File: config.mk
export PLATFORM = sky130hd
export DESIGN_NAME = mem_access_unit
export DESIGN_NICKNAME = d
export VERILOG_FILES = /design/src/rtl/mem_access_unit.sv
export SDC_FILE = /design/constraint.sdc
export NUM_CORES = 1
export LEC_CHECK = 0
export CAP_MARGIN = 20
export CORE_MARGIN = 2
export CORE_UTILIZATION = 41
export CTS_CLUSTER_DIAMETER = 120
export DETAILED_ROUTE_END_ITERATION = 8
export PLACE_DENSITY = 0.77
export SYNTH_ARGS = -nofsm -noshare
export SYNTH_HDL_FRONTEND = slang
export SYNTH_SLANG_ARGS = --single-unit
File: constraint.sdc
create_clock -name Clk -period 2.66 [get_ports Clk]
set_clock_uncertainty 0.15 [all_clocks]
set_input_delay 0.399 -clock Clk [delete_from_list [all_inputs] [get_ports Clk]]
set_output_delay 0.399 -clock Clk [all_outputs]
set_load 0.005 [all_outputs]
File: src/rtl/mem_access_unit.sv
// Load/store unit between the pipeline and a word-wide data memory.
// One request in flight at a time. Byte and halfword stores use a read
// followed by a merged full-word write. Misaligned or out-of-range
// requests are rejected without touching memory.
module mem_access_unit #(
  parameter logic [31:0] ADDR_LIMIT = 32'h0000_1000
) (
  input  logic        Clk,
  input  logic        reset,
  input  logic        ReqValid,
  output logic        ReqReady,
  input  logic [31:0] ReqPC,
  input  logic [31:0] ReqAddr,
  input  logic [31:0] ReqWData,
  input  logic [2:0]  ReqOp,
  output logic        RespValid,
  output logic [31:0] RespData,
  output logic        RespExc,
  output logic [31:0] MemPC,
  output logic [31:0] MemAddr,
  output logic [31:0] MemData,
  output logic        MemWriteEnable,
  input  logic [31:0] MemReadData
);

  localparam logic [2:0] OP_LW  = 3'd0;
  localparam logic [2:0] OP_LH  = 3'd1;
  localparam logic [2:0] OP_LHU = 3'd2;
  localparam logic [2:0] OP_LB  = 3'd3;
  localparam logic [2:0] OP_LBU = 3'd4;
  localparam logic [2:0] OP_SW  = 3'd5;
  localparam logic [2:0] OP_SH  = 3'd6;
  localparam logic [2:0] OP_SB  = 3'd7;

  typedef enum logic [1:0] {
    IDLE  = 2'd0,
    READ  = 2'd1,
    WRITE = 2'd2,
    RESP  = 2'd3
  } state_t;

  state_t      state_r;
  logic [31:0] pc_r;
  logic [31:0] addr_r;
  logic [31:0] wdata_r;
  logic [2:0]  op_r;
  logic        resp_valid_r;
  logic        resp_exc_r;
  logic [31:0] resp_data_r;
  logic [31:0] mem_data_r;
  logic        we_r;
  logic        req_exc_s;

  // Alignment rule: words need Addr[1:0]==0, halfwords need Addr[0]==0.
  function automatic logic is_misaligned(input logic [2:0] op, input logic [1:0] lo);
    logic bad;
    case (op)
      OP_LW, OP_SW:         bad = (lo != 2'b00);
      OP_LH, OP_LHU, OP_SH: bad = lo[0];
      default:              bad = 1'b0;
    endcase
    return bad;
  endfunction

  // Select the addressed little-endian lane and extend it to 32 bits.
  function automatic logic [31:0] load_extend(input logic [2:0] op, input logic [1:0] lo,
                                               input logic [31:0] word);
    logic [7:0]  b;
    logic [15:0] h;
    logic [31:0] r;
    b = word[{lo, 3'b000} +: 8];
    h = word[{lo[1], 4'b0000} +: 16];
    case (op)
      OP_LW:   r = word;
      OP_LH:   r = {{16{h[15]}}, h};
      OP_LHU:  r = {16'h0000, h};
      OP_LB:   r = {{24{b[7]}}, b};
      OP_LBU:  r = {24'h00_0000, b};
      default: r = 32'h0000_0000;
    endcase
    return r;
  endfunction

  // Replace only the addressed lane of the read word; other lanes pass through.
  function automatic logic [31:0] store_merge(input logic [2:0] op, input logic [1:0] lo,
                                              input logic [31:0] word, input logic [31:0] wdata);
    logic [31:0] r;
    r = word;
    case (op)
      OP_SB:   r[{lo, 3'b000} +: 8]    = wdata[7:0];
      OP_SH:   r[{lo[1], 4'b0000} +: 16] = wdata[15:0];
      default: r = word;
    endcase
    return r;
  endfunction

  // Reject check on the incoming request, evaluated before any memory access.
  always_comb begin
    req_exc_s = is_misaligned(ReqOp, ReqAddr[1:0]) | (ReqAddr >= ADDR_LIMIT);
  end

  // Reset also gates ready and the write strobe so a reset mid-WRITE never commits.
  assign ReqReady       = (state_r == IDLE) & ~reset;
  assign MemWriteEnable = we_r & ~reset;
  assign MemAddr        = {addr_r[31:2], 2'b00};
  assign MemPC          = pc_r;
  assign MemData        = mem_data_r;
  assign RespValid      = resp_valid_r;
  assign RespExc        = resp_exc_r;
  assign RespData       = resp_data_r;

  // Request FSM: latch on accept, optional read, optional write, one-cycle response.
  always_ff @(posedge Clk) begin
    if (reset) begin
      state_r      <= IDLE;
      pc_r         <= 32'h0000_0000;
      addr_r       <= 32'h0000_0000;
      wdata_r      <= 32'h0000_0000;
      op_r         <= 3'd0;
      resp_valid_r <= 1'b0;
      resp_exc_r   <= 1'b0;
      resp_data_r  <= 32'h0000_0000;
      mem_data_r   <= 32'h0000_0000;
      we_r         <= 1'b0;
    end else begin
      case (state_r)
        IDLE: begin
          if (ReqValid) begin
            pc_r    <= ReqPC;
            addr_r  <= ReqAddr;
            wdata_r <= ReqWData;
            op_r    <= ReqOp;
            if (req_exc_s) begin
              state_r      <= RESP;
              resp_valid_r <= 1'b1;
              resp_exc_r   <= 1'b1;
              resp_data_r  <= 32'h0000_0000;
            end else if (ReqOp == OP_SW) begin
              state_r    <= WRITE;
              we_r       <= 1'b1;
              mem_data_r <= ReqWData;
            end else begin
              state_r <= READ;
            end
          end else begin
            state_r <= IDLE;
          end
        end
        READ: begin
          if ((op_r == OP_SH) || (op_r == OP_SB)) begin
            mem_data_r <= store_merge(op_r, addr_r[1:0], MemReadData, wdata_r);
            we_r       <= 1'b1;
            state_r    <= WRITE;
          end else begin
            resp_data_r  <= load_extend(op_r, addr_r[1:0], MemReadData);
            resp_valid_r <= 1'b1;
            resp_exc_r   <= 1'b0;
            state_r      <= RESP;
          end
        end
        WRITE: begin
          we_r         <= 1'b0;
          resp_valid_r <= 1'b1;
          resp_exc_r   <= 1'b0;
          resp_data_r  <= 32'h0000_0000;
          state_r      <= RESP;
        end
        RESP: begin
          resp_valid_r <= 1'b0;
          resp_exc_r   <= 1'b0;
          state_r      <= IDLE;
        end
        default: begin
          we_r         <= 1'b0;
          resp_valid_r <= 1'b0;
          resp_exc_r   <= 1'b0;
          state_r      <= IDLE;
        end
      endcase
    end
  end

endmodule

==> flow_metrics.env, run 1 <==
export IMPL_synth_top_family_by_area="compound AO/OA/AOI/OAI gates"
export IMPL_crit_path_start="ReqAddr[19]"
export IMPL_grt_antenna_before_repair=0
export IMPL_ys_seq_elements=152
export IMPL_critPathTopFamily="simple AND/OR/NAND/NOR gates"
export IMPL_maxSlewHeadroom_pct=55.7
export IMPL_htreeDepth=4
export IMPL_grt_max_degree=105
export IMPL_path_clk_slew_ns=0.07
export IMPL_worstSetupStartpointType="primary input"
export IMPL_nets=1309
export IMPL_clock_fmax_ghz=0.389
export IMPL_hp_start="reset"
export IMPL_end_kind="flip-flop"
export IMPL_die_area_um2=19700
export IMPL_instances_no_fill=1407
export IMPL_pwr_share_comb_pct=33.0
export IMPL_fillers=1609
export IMPL_dp_hpwl_mm=19.3
export IMPL_final_common_cell="clkdlybuf4s50_1"
export IMPL_drtIter0Drc=765
export IMPL_finalHoldViolCount=0
export IMPL_grt_pass1_vias=7512
export IMPL_clkLatencyLatePin_ns=0.43
export IMPL_die_w_um=140
export IMPL_place_inst=1375
export IMPL_min_period_ns=2.57
export IMPL_drive_above_1_share_pct=11.2
export IMPL_cts_tree="yes"
export IMPL_grt_use_total_pct=25.8
export IMPL_wire_per_inst_um=18.6
export IMPL_ys_async_sr_fraction_pct=0
export IMPL_seq_power_share_pct=36.1
export IMPL_finalSetupViolCount=0
export IMPL_cts_setup_buffers=0
export IMPL_final_core_util_pct=61.2
export IMPL_grt_pass1_wl_mm=40.7
export IMPL_syn_to_final_growth_pct=45.4
export IMPL_p_sw_w=0.00257
export IMPL_gp_congestion=0.990
export IMPL_synth_fa_ha_area_share_pct=1.64
export IMPL_yosysWarnings=0
export IMPL_cts_root_buffer_cell="clkbuf_16"
export IMPL_rows=49
export IMPL_required_ns=2.83
export IMPL_initial_core_util_pct=42.1
export IMPL_period_share_pct=96.6
export IMPL_slew_violations=0
export IMPL_path_buf_inv=2
export IMPL_synth_cell_types=60
export IMPL_status="finished, final reports clean"
export IMPL_via_count=7896
export IMPL_design_area_um2=11100
export IMPL_critPathMaxStageDelay_ns=0.56
export IMPL_clkPwrFrac_pct=30.9
export IMPL_synthXorXnorAreaFrac_pct=0
export IMPL_final_cell_mix="clkdlybuf4s50_1, nand2_1, dfxtp_1"
export IMPL_crit_fanout=8
export IMPL_routed_via_density=5.61
export IMPL_port_buffers=263
export IMPL_core_area_um2=18100
export IMPL_synth_edf_count=0
export IMPL_vdd_drop_max_mv=0.508
export IMPL_antenna_cells=0
export IMPL_die_h_um=140
export IMPL_synth_area_per_cell_um2=8.10
export IMPL_intPower_w=0.00511
export IMPL_drt_total_wl_mm=26.2
export IMPL_arrival_ns=2.74
export IMPL_powerDensity_nw_per_um2=693
export IMPL_synthMuxAreaShare_pct=6.23
export IMPL_crit_chain="clkdlybuf4s50_1, or4_4, or4_4, o22ai_4, buf_12, nand2_4, o41ai_1"
export IMPL_switching_share_pct=33.4
export IMPL_overflow=0
export IMPL_crit_top_cell="or4_4"
export IMPL_path_class="in2reg"
export IMPL_ys_seq_area_share_pct=40.0
export IMPL_drc=0
export IMPL_hold_path_class="in2reg"
export IMPL_synth_compound_area_share_pct=26.3
export IMPL_drv_cap=0
export IMPL_worstReg2RegStart="op_r[0]$_SDFFE_PP0P_"
export IMPL_ant_nets=0
export IMPL_yosys_area_share_simple_pct=17.2
export IMPL_cts_num_sinks=152
export IMPL_postPlaceCellArea_um2=10500
export IMPL_grt_setup_unrepaired="no"
export IMPL_worstMarginPinSlew_ns=0.661
export IMPL_synth_ff_type="dfxtp_1"
export IMPL_slowest_stage="or4_4"
export IMPL_tns_ns=0
export IMPL_cts_resized_gates=0
export IMPL_io_pins=266
export IMPL_power_w=0.00768
export IMPL_clockBufferDepth=2
export IMPL_cts_buffers=17
export IMPL_p_leak_nw=4.08
export IMPL_drtPass1Iterations=5
export IMPL_synth_cell_area_um2=7610
export IMPL_netlist_instances=940
export IMPL_ctsHoldBuffers=0
## worst paths after layout
check,to,slack (ns),depth (start not counted)
max,MemData[21]$_SDFFE_PP0P_,0.09,7
min,MemData[9]$_SDFFE_PP0P_,0.09,2
max reg2reg,MemData[15]$_SDFFE_PP0P_,0.25,6
min reg2reg,addr_r[30]$_SDFFE_PP0P_,0.30,2
## cells in the mapped netlist, types with 2 or more instances
master     number  area share, %
a211oi_1        5           0.49
a21oi_1       148            9.7
a221o_1        15            2.0
a221oi_1       17            2.0
a222oi_1        7           0.92
a2bb2oi_1       7           0.81
and2_1          4           0.33
and3_1          4           0.33
buf_1          12           0.59
buf_2           3           0.20
buf_4          32            3.2
buf_6           2           0.30
clkbuf_1       62            3.1
dfxtp_1       152             40
ha_1           10            1.6
inv_1          25            1.2
mux2_2         33            4.9
mux2i_1         8            1.1
nand2_1       186            9.2
nand2b_1        9           0.74
nand3_1         4           0.26
nand3b_1        2           0.20
nor2_1         18           0.89
nor2b_1        37            3.0
nor3_1          3           0.20
nor3b_1         2           0.20
nor4_1          5           0.41
o2111ai_1      23            2.6
o211ai_1        4           0.39
o21ai_0        55            3.6
o221ai_1        7           0.81
o41ai_1        10            1.2
or4_4           2           0.30
## power by group through the flow
stage          registers (W)  logic, W  clock network, W
3_5_place_dp         0.00282   0.00251                 0
2_1_floorplan        0.00278   0.00129                 0
5_1_grt              0.00280   0.00274           0.00251
6_report             0.00277   0.00253           0.00237
3_3_place_gp         0.00281   0.00248                 0
4_1_cts              0.00277   0.00252           0.00240
## stage by stage
step	hold WS (ns)	setup WS, ns
2_1_floorplan	0.287	0.0967
3_3_place_gp	0.291	-0.256
3_5_place_dp	0.296	-0.357
4_1_cts	0.0830	0.0942
5_1_grt	0.0778	0.0401
6_report	0.0905	0.0911
## per-layer routing
layer | track usage (%) | part of all wire, % | vias to the layer above
met5 | 0 | 0 | -
met4 | 8.88 | 2.4 | 0
met3 | 6.91 | 8.9 | 41
met2 | 43.1 | 47 | 384
met1 | 32.3 | 41 | 3706
li1 | - | - | 3765
## cell families (layout without fill, tap and decap cells)
logic type / after synthesis / after routing
compound gates: 312 / 312
fa+ha+maj: 10 / 10
buf+inv: 137 / 374
flops: 152 / 152
mux: 42 / 42
other cells: 1 / 2
simple gates: 286 / 286
## sequential cells by signal, indices dropped and copies added, names as in the netlist
| register | flops |
|---|---|
| MemData | 32 |
| RespData | 32 |
| addr_r | 32 |
| RespExc | 1 |
| wdata_r | 16 |
| we_r | 1 |
| RespValid | 1 |
| state_r | 2 |
| op_r | 3 |
| MemPC | 32 |
## final cells by class
| class | instances | area [µm²] | share of cell area (%) |
|---|---|---|---|
| multi-input cells | 652 | 3960 | 35.7 |
| well taps | 229 | 287 | 2.59 |
| clock inverters | 14 | 134 | 1.21 |
| inverters | 26 | 97.6 | 0.881 |
| repair buffers | 316 | 3120 | 28.1 |
| clock buffers | 18 | 439 | 3.97 |
| flip-flops and latches | 152 | 3040 | 27.5 |
Power figures use the tool's default switching activity.
==> inputs of run 2 (changes only) <==
--- a/config.mk
+++ b/config.mk
@@ -8,7 +8,6 @@
 export CAP_MARGIN = 20
 export CORE_MARGIN = 2
 export CORE_UTILIZATION = 41
-export CTS_CLUSTER_DIAMETER = 120
 export DETAILED_ROUTE_END_ITERATION = 8
 export PLACE_DENSITY = 0.77
 export SYNTH_ARGS = -nofsm -noshare
==> results of run 2 <==
No change in the layout: final DEF, timing and power equal those of run 1.
